[src/rtl/s298_scan_bist_ctrl_pkg.sv]
// bist_pkg: shared state encoding and polynomial for the s298 logic-BIST controller.
package bist_pkg;
  localparam int SIG_W = 16;
  localparam logic [SIG_W-1:0] POLY16 = 16'hB400;
  typedef enum logic [2:0] {IDLE, INIT, LOAD0, SHIFT, CAPTURE, UNLOAD, DONE} state_t;
endpackage

[src/rtl/s298_scan_bist_ctrl_lfsr16.sv]
// bist_lfsr16: 16-bit Fibonacci shift register with load and parallel XOR input.
// Zero XOR input gives a pattern generator; live input gives a MISR compactor.
import bist_pkg::*;
module bist_lfsr16 #(
  parameter logic [SIG_W-1:0] RST_VAL = '0
) (
  input  logic             i_clk,
  input  logic             i_rst,
  input  logic             i_en,
  input  logic             i_ld,
  input  logic [SIG_W-1:0] i_ld_val,
  input  logic [SIG_W-1:0] i_xin,
  output logic [SIG_W-1:0] o_q
);
  logic [SIG_W-1:0] r_q;
  logic [SIG_W-1:0] w_nxt;
  always_comb w_nxt = i_ld ? i_ld_val : i_en ? {r_q[SIG_W-2:0], ^(r_q & POLY16)} ^ i_xin : r_q;
  always_ff @(posedge i_clk or posedge i_rst)
    if (i_rst) r_q <= RST_VAL;
    else r_q <= w_nxt;
  assign o_q = r_q;
endmodule

[src/rtl/s298_scan_bist_ctrl.sv]
// s298_scan_bist_ctrl: logic-BIST sequencer driving the s298 scan chain.
// Outputs are decoded from registered state, so they change only on CK.
import bist_pkg::*;
module s298_scan_bist_ctrl #(
  parameter int             CHAIN_LEN    = 14,
  parameter int             NUM_PATTERNS = 256,
  parameter logic [SIG_W-1:0] LFSR_SEED  = 16'hACE1,
  parameter logic [SIG_W-1:0] GOLDEN_SIG = 16'h0000
) (
  input  logic             CK,
  input  logic             RST,
  input  logic             start,
  output logic             busy,
  output logic             done,
  output logic             pass,
  output logic [SIG_W-1:0] signature,
  output logic [2:0]       cut_pi,
  output logic             scan_en,
  output logic             scan_in,
  input  logic [5:0]       cut_po,
  input  logic             scan_out
);
  localparam int SCW = $clog2(CHAIN_LEN + 1);
  localparam int PCW = $clog2(NUM_PATTERNS + 1);
  localparam logic [SCW-1:0] SC_LAST = SCW'(CHAIN_LEN - 1);
  localparam logic [PCW-1:0] PC_LAST = PCW'(NUM_PATTERNS - 1);
  state_t r_state;
  logic [SCW-1:0] r_sc;
  logic [PCW-1:0] r_pc;
  logic [SIG_W-1:0] w_lfsr, w_misr_x;
  logic w_init, w_load, w_cap, w_unl, w_shift;
  always_comb begin
    w_init   = r_state == INIT;
    w_load   = r_state == LOAD0 || r_state == SHIFT;
    w_cap    = r_state == CAPTURE;
    w_unl    = r_state == UNLOAD;
    w_shift  = r_state == SHIFT || w_unl;
    scan_en  = w_load || w_unl;
    scan_in  = w_load & w_lfsr[15];
    cut_pi   = w_cap ? w_lfsr[2:0] : 3'b0;
    busy     = !(r_state == IDLE || r_state == DONE);
    done     = r_state == DONE;
    pass     = done && signature == GOLDEN_SIG;
    w_misr_x = w_cap ? {10'b0, cut_po} : {9'b0, scan_out, 6'b0};
  end
  bist_lfsr16 #(.RST_VAL(LFSR_SEED)) u_gen (
    .i_clk(CK), .i_rst(RST), .i_en(w_load || w_cap), .i_ld(w_init),
    .i_ld_val(LFSR_SEED), .i_xin('0), .o_q(w_lfsr)
  );
  // LOAD0 leaves the MISR idle: the chain still holds power-up garbage
  bist_lfsr16 #(.RST_VAL('0)) u_misr (
    .i_clk(CK), .i_rst(RST), .i_en(w_shift || w_cap), .i_ld(w_init),
    .i_ld_val('0), .i_xin(w_misr_x), .o_q(signature)
  );
  always_ff @(posedge CK or posedge RST)
    if (RST) begin
      r_state <= IDLE;
      r_sc    <= '0;
      r_pc    <= '0;
    end else begin
      case (r_state)
        IDLE, DONE: r_state <= start ? INIT : r_state;
        INIT: begin
          r_sc    <= '0;
          r_pc    <= '0;
          r_state <= LOAD0;
        end
        LOAD0, SHIFT, UNLOAD: begin
          r_sc    <= r_sc == SC_LAST ? '0 : r_sc + 1'b1;
          r_state <= r_sc != SC_LAST ? r_state : r_state == UNLOAD ? DONE : CAPTURE;
        end
        CAPTURE: begin
          r_pc    <= r_pc + 1'b1;
          r_state <= r_pc == PC_LAST ? UNLOAD : SHIFT;
        end
        default: r_state <= IDLE;
      endcase
    end
endmodule
[config.mk]
export PLATFORM = sky130hd
export DESIGN_NAME = s298_scan_bist_ctrl
export DESIGN_NICKNAME = d
export VERILOG_FILES = /design/src/rtl/s298_scan_bist_ctrl_pkg.sv /design/src/rtl/s298_scan_bist_ctrl_lfsr16.sv /design/src/rtl/s298_scan_bist_ctrl.sv
export SDC_FILE = /design/constraint.sdc
export NUM_CORES = 1
export LEC_CHECK = 0
export CORE_MARGIN = 3
export CORE_UTILIZATION = 45
export DETAILED_ROUTE_END_ITERATION = 8
export PLACE_DENSITY = 0.72
export SYNTH_ARGS = -nofsm -noshare
export SYNTH_HDL_FRONTEND = slang
export SYNTH_SLANG_ARGS = --single-unit
export TNS_END_PERCENT = 20
[constraint.sdc]
create_clock -name CK -period 2.2 [get_ports CK]
set_input_delay 0.22 -clock CK [delete_from_list [all_inputs] [get_ports CK]]
set_output_delay 0.22 -clock CK [all_outputs]
set_load 0.02 [all_outputs]
==> metrics.txt, run 1 <==
status=complete, no violations; Hold Crit Class=in -> async; final instance area=0.00340 mm2; Period minus WS final=roughly 2.1 ns; vias in the first global route=2314; Min Hold Slack=roughly 0.27 ns; Multi-input gate area=0.00147 mm2; TNS Setup=0 ns; Worst EP arrival=1.89 ns; PortBufs=33; Distinct cells, synth=43; # nets final=375; Final WS setup=just under 0.09 ns; worst skew pair latency=0.30 ns; number of synthesized flops with an enable pin=0; chip height=84.8 um; synthesized instance count=321; Syn Nets=336; Root Buffer=clkbuf_8; met3 usage=3.30%; GR Util met1=between 20% and 30%; initial DRC count=168; Sink Count=48; Clk pin slew, worst setup/hold paths=~0.090 ns; Power Density=1310 mW/mm2; Yosys reg bits=48; critical path class=reg -> out; Seq/Total Area, Yosys=between 40% and 50%; largest net degree at the start of global routing=33; Placed Instances=428; DIE WIDTH=84.8 um; core area=approximately 0.0060 mm2; die area=slightly above 0.007 mm2; Ports=34; Placed Area=0.00330 mm2; layout cell share with drive strength beyond 1=12.2%; Routed wire per std cell=14.2 um; Mapped Area=around 0.0028 mm2; vias=2445; Vias/cell=5.61; # setup viols final=0; Avg Cell Area, Syn=8.71 um2; gr busiest metal=met2; Slew @ Worst Pin=0.514 ns; Highest Clock Rate=473 MHz; post-CTS setup buffers=0; CTS tree=built; antenna cells=0; RSZ-0062 raised after global routing=yes; cts bufs inserted=5; initial antenna violation count=0; Largest stage delay, worst path=0.60 ns; fillcell total=553; Main synth FF type=dfrtp_1; non-filler cells, final=436; dpl ws=-0.0302 ns; critical path endpoint category=output port; Slew headroom=between 60% and 70%; FP Rows=28; Area growth syn-to-layout=21.6%; FF-to-FF path depth=6; final WL=6.18 mm; Reg area=0.00121 mm2; drt first pass iters=5; leakage power=0.00158 uW; max-cap violation count=0; Final Hold Fails=0; H-tree levels=2; Worst Skew=0.0156 ns; crit path launch type=flop; Routability Congestion=0.823; Yosys Warn Count=0; routing usage on met2=29.0%; dpl hpwl=4.25 mm; Initial Util=between 40 and 50%; Worst VDD drop=626 uV; GR Overflow Total=0; CP max stage cell=clkdlybuf4s50_1; DRC viols=0; Crit Path Max Fanout=17; CTS max path bufs=2; Final ANT Viol Nets=0; cells along the critical path=buf_4 > nor2_2 > and3_1 > clkdlybuf4s50_1; hold_buf cts=0; crit share post-route=96.0%; Async SR Flop Fraction=100%; Total GRT Usage=18.6%; global-route wire length before repair=11.2 mm; Worst EP required=1.98 ns; fin. max-slew vios=0
==> stage by stage <==
step / total power (uW) / utilization (%)
6_report: 4440 / 57.1
3_5_place_dp: 3930 / 55.4
2_1_floorplan: 3150 / -
5_1_grt: 4850 / 57.1
4_1_cts: 4450 / 56.9
3_3_place_gp: 3870 / 55.4
==> final cells by class <==
type                       instances  share of cell area (%)
multi-input combinational        241                    43.2
clock buffer                       7                    2.25
inverter                           9                    1.03
clock inverter                     1                   0.147
timing repair buffer              55                    14.9
sequential                        48                    35.7
tap                               75                    2.76
==> power breakdown <==
part	switching [uW]	internal (uW)
clock	284	224
sequential	332	1250
combinational	1260	1090
total	1880	2560
==> critical path: cells and delay by family, from the launching register on <==
kind / cells / cell delay [ns]
buf+inv: 2 / 0.80
flops: 1 / 0.41
simple gates: 2 / 0.38
==> logic make-up after synthesis <==
family | Yosys count | share of synthesized area, %
muxes | 13 | 4.66
AOI/OAI and AO/OA | 94 | 20.5
xor gates and xnor gates | 11 | 3.94
buffers and inverters | 32 | 4.66
DFF | 48 | 43.3
and+or+nand+nor | 117 | 20.4
adders and majority gates | 6 | 2.60
==> synth_stat cells, drive strengths merged (2+ instances only) <==
library cell,instances,area [um2]
a22oi,5,37.5
clkbuf,13,48.8
xnor2,8,70.1
o211a,4,40.0
nand2,43,161
a31oi,2,12.5
nor3,4,25.0
a22o,2,17.5
nand2b,6,37.5
or4,3,22.5
a21oi,22,110
nor4,3,18.8
ha,5,62.6
and2,2,12.5
mux2i,13,130
a211oi,9,67.6
and3,13,81.3
buf,10,47.6
o21ai,38,190
a21o,4,30.0
nand3,9,45.0
nor2b,8,50.1
dfstp,8,210
xor2,2,17.5
nor2,22,82.6
dfrtp,40,1000
o211ai,3,22.5
inv,8,30.0
==> flip-flops by register name, indices dropped and copies added (netlist names) <==
register    count
r_state         3
r_pc            9
u_gen.o_q      16
r_sc            4
u_misr.o_q     16
==> path summary, 6_finish.rpt <==
path,endpoint,slack (ns),start
max,cut_pi[2],0.09,r_state[0]
min,r_sc[2],0.27,RST
max reg2reg,u_gen.o_q[4],0.37,r_state[2]
min reg2reg,u_gen.o_q[9],0.48,u_gen.o_q[8]
max in group asynchronous,u_gen.o_q[6],1.32,RST
min in group CK,u_gen.o_q[9],0.48,u_gen.o_q[8]
==> cells in the final DEF (no fill, tap or decap), types with 3 or more instances in the layout <==
cell,n
and3_1,13
o211a_1,4
nand2b_1,6
mux2i_1,13
nor3_1,3
nor2_1,21
a21oi_1,22
o21ai_0,37
a21o_1,4
a211oi_1,9
dfrtp_1,39
dfstp_2,8
ha_1,5
nand3_1,9
nand2_1,43
nor2b_1,8
o211ai_1,3
xnor2_1,8
clkdlybuf4s50_1,32
inv_1,7
a22oi_1,5
or4_1,3
buf_4,20
clkbuf_8,5
==> per-layer routing <==
layer / vias up / share of wire [%]
met3: 7 / 3.5
li1: 1219 / -
met5: - / 0
met1: 1172 / 49
met2: 47 / 46
met4: 0 / 0.97
==> what timing repair did <==
item,in CTS,in global routing
setup endpoints to repair,2,6
pin swaps,0,1
resized for setup,5,5
gates cloned,0,0
No activity file was read; power rests on OpenSTA's default activity.
==> run 2, diff against run 1 <==
Settings changed: SLEW_MARGIN set to 20.
Clock period 2.2 ns to 2.7 ns, I/O delays scaled along.
==> metrics.txt, run 2 (synthesis gave the netlist of run 1 again) <==
Ports=34; Multi-input gate area=0.00145 mm2; dpl hpwl=4.21 mm; largest net degree at the start of global routing=49; drt first pass iters=4; # nets final=roughly 360; die area=0.00719 mm2; H-tree levels=2; Final WS setup=0.275 ns; leakage power=0.00153 uW; cts bufs inserted=5; antenna cells=0; chip height=84.8 um; GR Overflow Total=0; CTS max path bufs=2; worst skew pair latency=0.30 ns; Worst EP required=between 2 and 2.5 ns; Largest stage delay, worst path=0.61 ns; most common cell after layout, fill and taps aside=nand2_1; Slew @ Worst Pin=a little over 0.6 ns; Period minus WS final=2.43 ns; crit path launch type=flop; Crit Path Max Fanout=11; fillcell total=about 550; Initial Util=46.9%; cells along the critical path=nor2b_1 > a21o_1 > clkdlybuf4s50_1; Reg area=0.00121 mm2; non-filler cells, final=425; crit share post-route=89.8%; Final ANT Viol Nets=0; CTS tree=built; post-CTS setup buffers=0; core area=just under 0.006 mm2; Vias/cell=approximately 5.6; PortBufs=33; CP max stage cell=clkdlybuf4s50_1; Final Hold Fails=0; Slew headroom=59.7%; commonest cells after routing, fill and taps aside=nand2_1, dfrtp_1, o21ai_0; Routed wire per std cell=14.6 um; Total GRT Usage=18.2%; Worst Skew=0.00727 ns; RSZ-0062 raised after global routing=no; Power Density=1080 mW/mm2; max-cap violation count=0; initial antenna violation count=0; Worst VDD drop=602 uV; final WL=roughly 6.2 mm; utilization after layout=between 50% and 60%; vias=between 2000 and 2500; Placed Instances=417; TNS Setup=0 ns; critical path class=reg -> out; Routability Congestion=0.811; Area growth syn-to-layout=18.3%; fin. max-slew vios=0; Min Hold Slack=approximately 0.44 ns; # setup viols final=0; DRC viols=0; Worst EP arrival=2.16 ns; Root Buffer=clkbuf_8; hold_buf cts=0; status=complete, no violations; Hold Crit Class=in -> async; dpl ws=just over 0.4 ns; critical path endpoint category=output port; Highest Clock Rate=412 MHz; vias in the first global route=2210; global-route wire length before repair=10.8 mm; layout cell share with drive strength beyond 1=8.29%; FP Rows=28; Clk pin slew, worst setup/hold paths=0.09 ns; DIE WIDTH=roughly 85 um; initial DRC count=approximately 160; Sink Count=48; R2R setup slack=0.71 ns
## run 2: changes by cell type in the layout (fill, tap and decap cells not counted), sizes merged
cell          before  now
dlymetal6s2s       0    1
clkbuf             7    6
clkinvlp           0    2
clkinv             2    1
buf               23   11
## run 2: critical path: cells and delay by family, from the launching register on
kind,cells,cell delay [ns]
compound gates,1,0.20
simple gates,1,0.51
flops,1,0.54
buf+inv,1,0.61
## run 2: through the flow
step,total power (uW),instance area (um2)
3_5_place_dp,3140,3210
5_1_grt,3890,3310
2_1_floorplan,2560,2800
3_3_place_gp,3090,3210
6_report,3580,3310
4_1_cts,3600,3300
## run 2: final cells by class
| class | instances | area share [%] |
|---|---|---|
| Clock buffer | 6 | 2.50 |
| Clock inverter | 2 | 0.454 |
| Inverter | 9 | 1.02 |
| Multi-Input combinational cell | 241 | 44.0 |
| Sequential cell | 48 | 36.6 |
| Tap cell | 75 | 2.84 |
| Timing Repair Buffer | 44 | 12.6 |
## run 2: per-layer routing
metal  part of all wire [%]  global-route usage (%)  wire length, um
met1                     48                    26.7             2980
met2                     46                    27.6             2860
met3                    4.3                    3.01              267
met4                    1.8                    5.61              114
met5                      0                       0                0
## run 2: timing repair
item / 4_1_cts / 5_1_grt
setup endpoints to repair: 0 / 1
hold endpoints to repair: 0 / 0
resized for setup: 0 / 1
## run 2: path summary, 6_finish.rpt
check / startpoint / endpoint / cells past startpoint
min in group CK: r_pc[7] / r_pc[7] / 1
setup reg to reg: r_state[0] / r_pc[1] / 6
hold reg to reg: r_pc[7] / r_pc[7] / 1
hold / removal: RST / r_sc[2] / 3
max in group asynchronous: RST / r_pc[5] / 3
setup / recovery: r_state[1] / scan_en / 3
## run 2: power by group
| part | internal (uW) | switching [uW] | total, uW |
|---|---|---|---|
| sequential | 1020 | 294 | 1310 |
| combinational | 812 | 1000 | 1810 |
| clock | 208 | 251 | 458 |
| total | 2040 | 1550 | 3580 |
==> run 3, diff against run 2 <==
Settings changed: CAP_MARGIN set to 20, CTS_BUF_LIST set to sky130_fd_sc_hd__clkbuf_4 sky130_fd_sc_hd__clkbuf_8.
==> results of run 3 <==
Same layout as run 2: the final DEF is identical, and so are final timing and power.
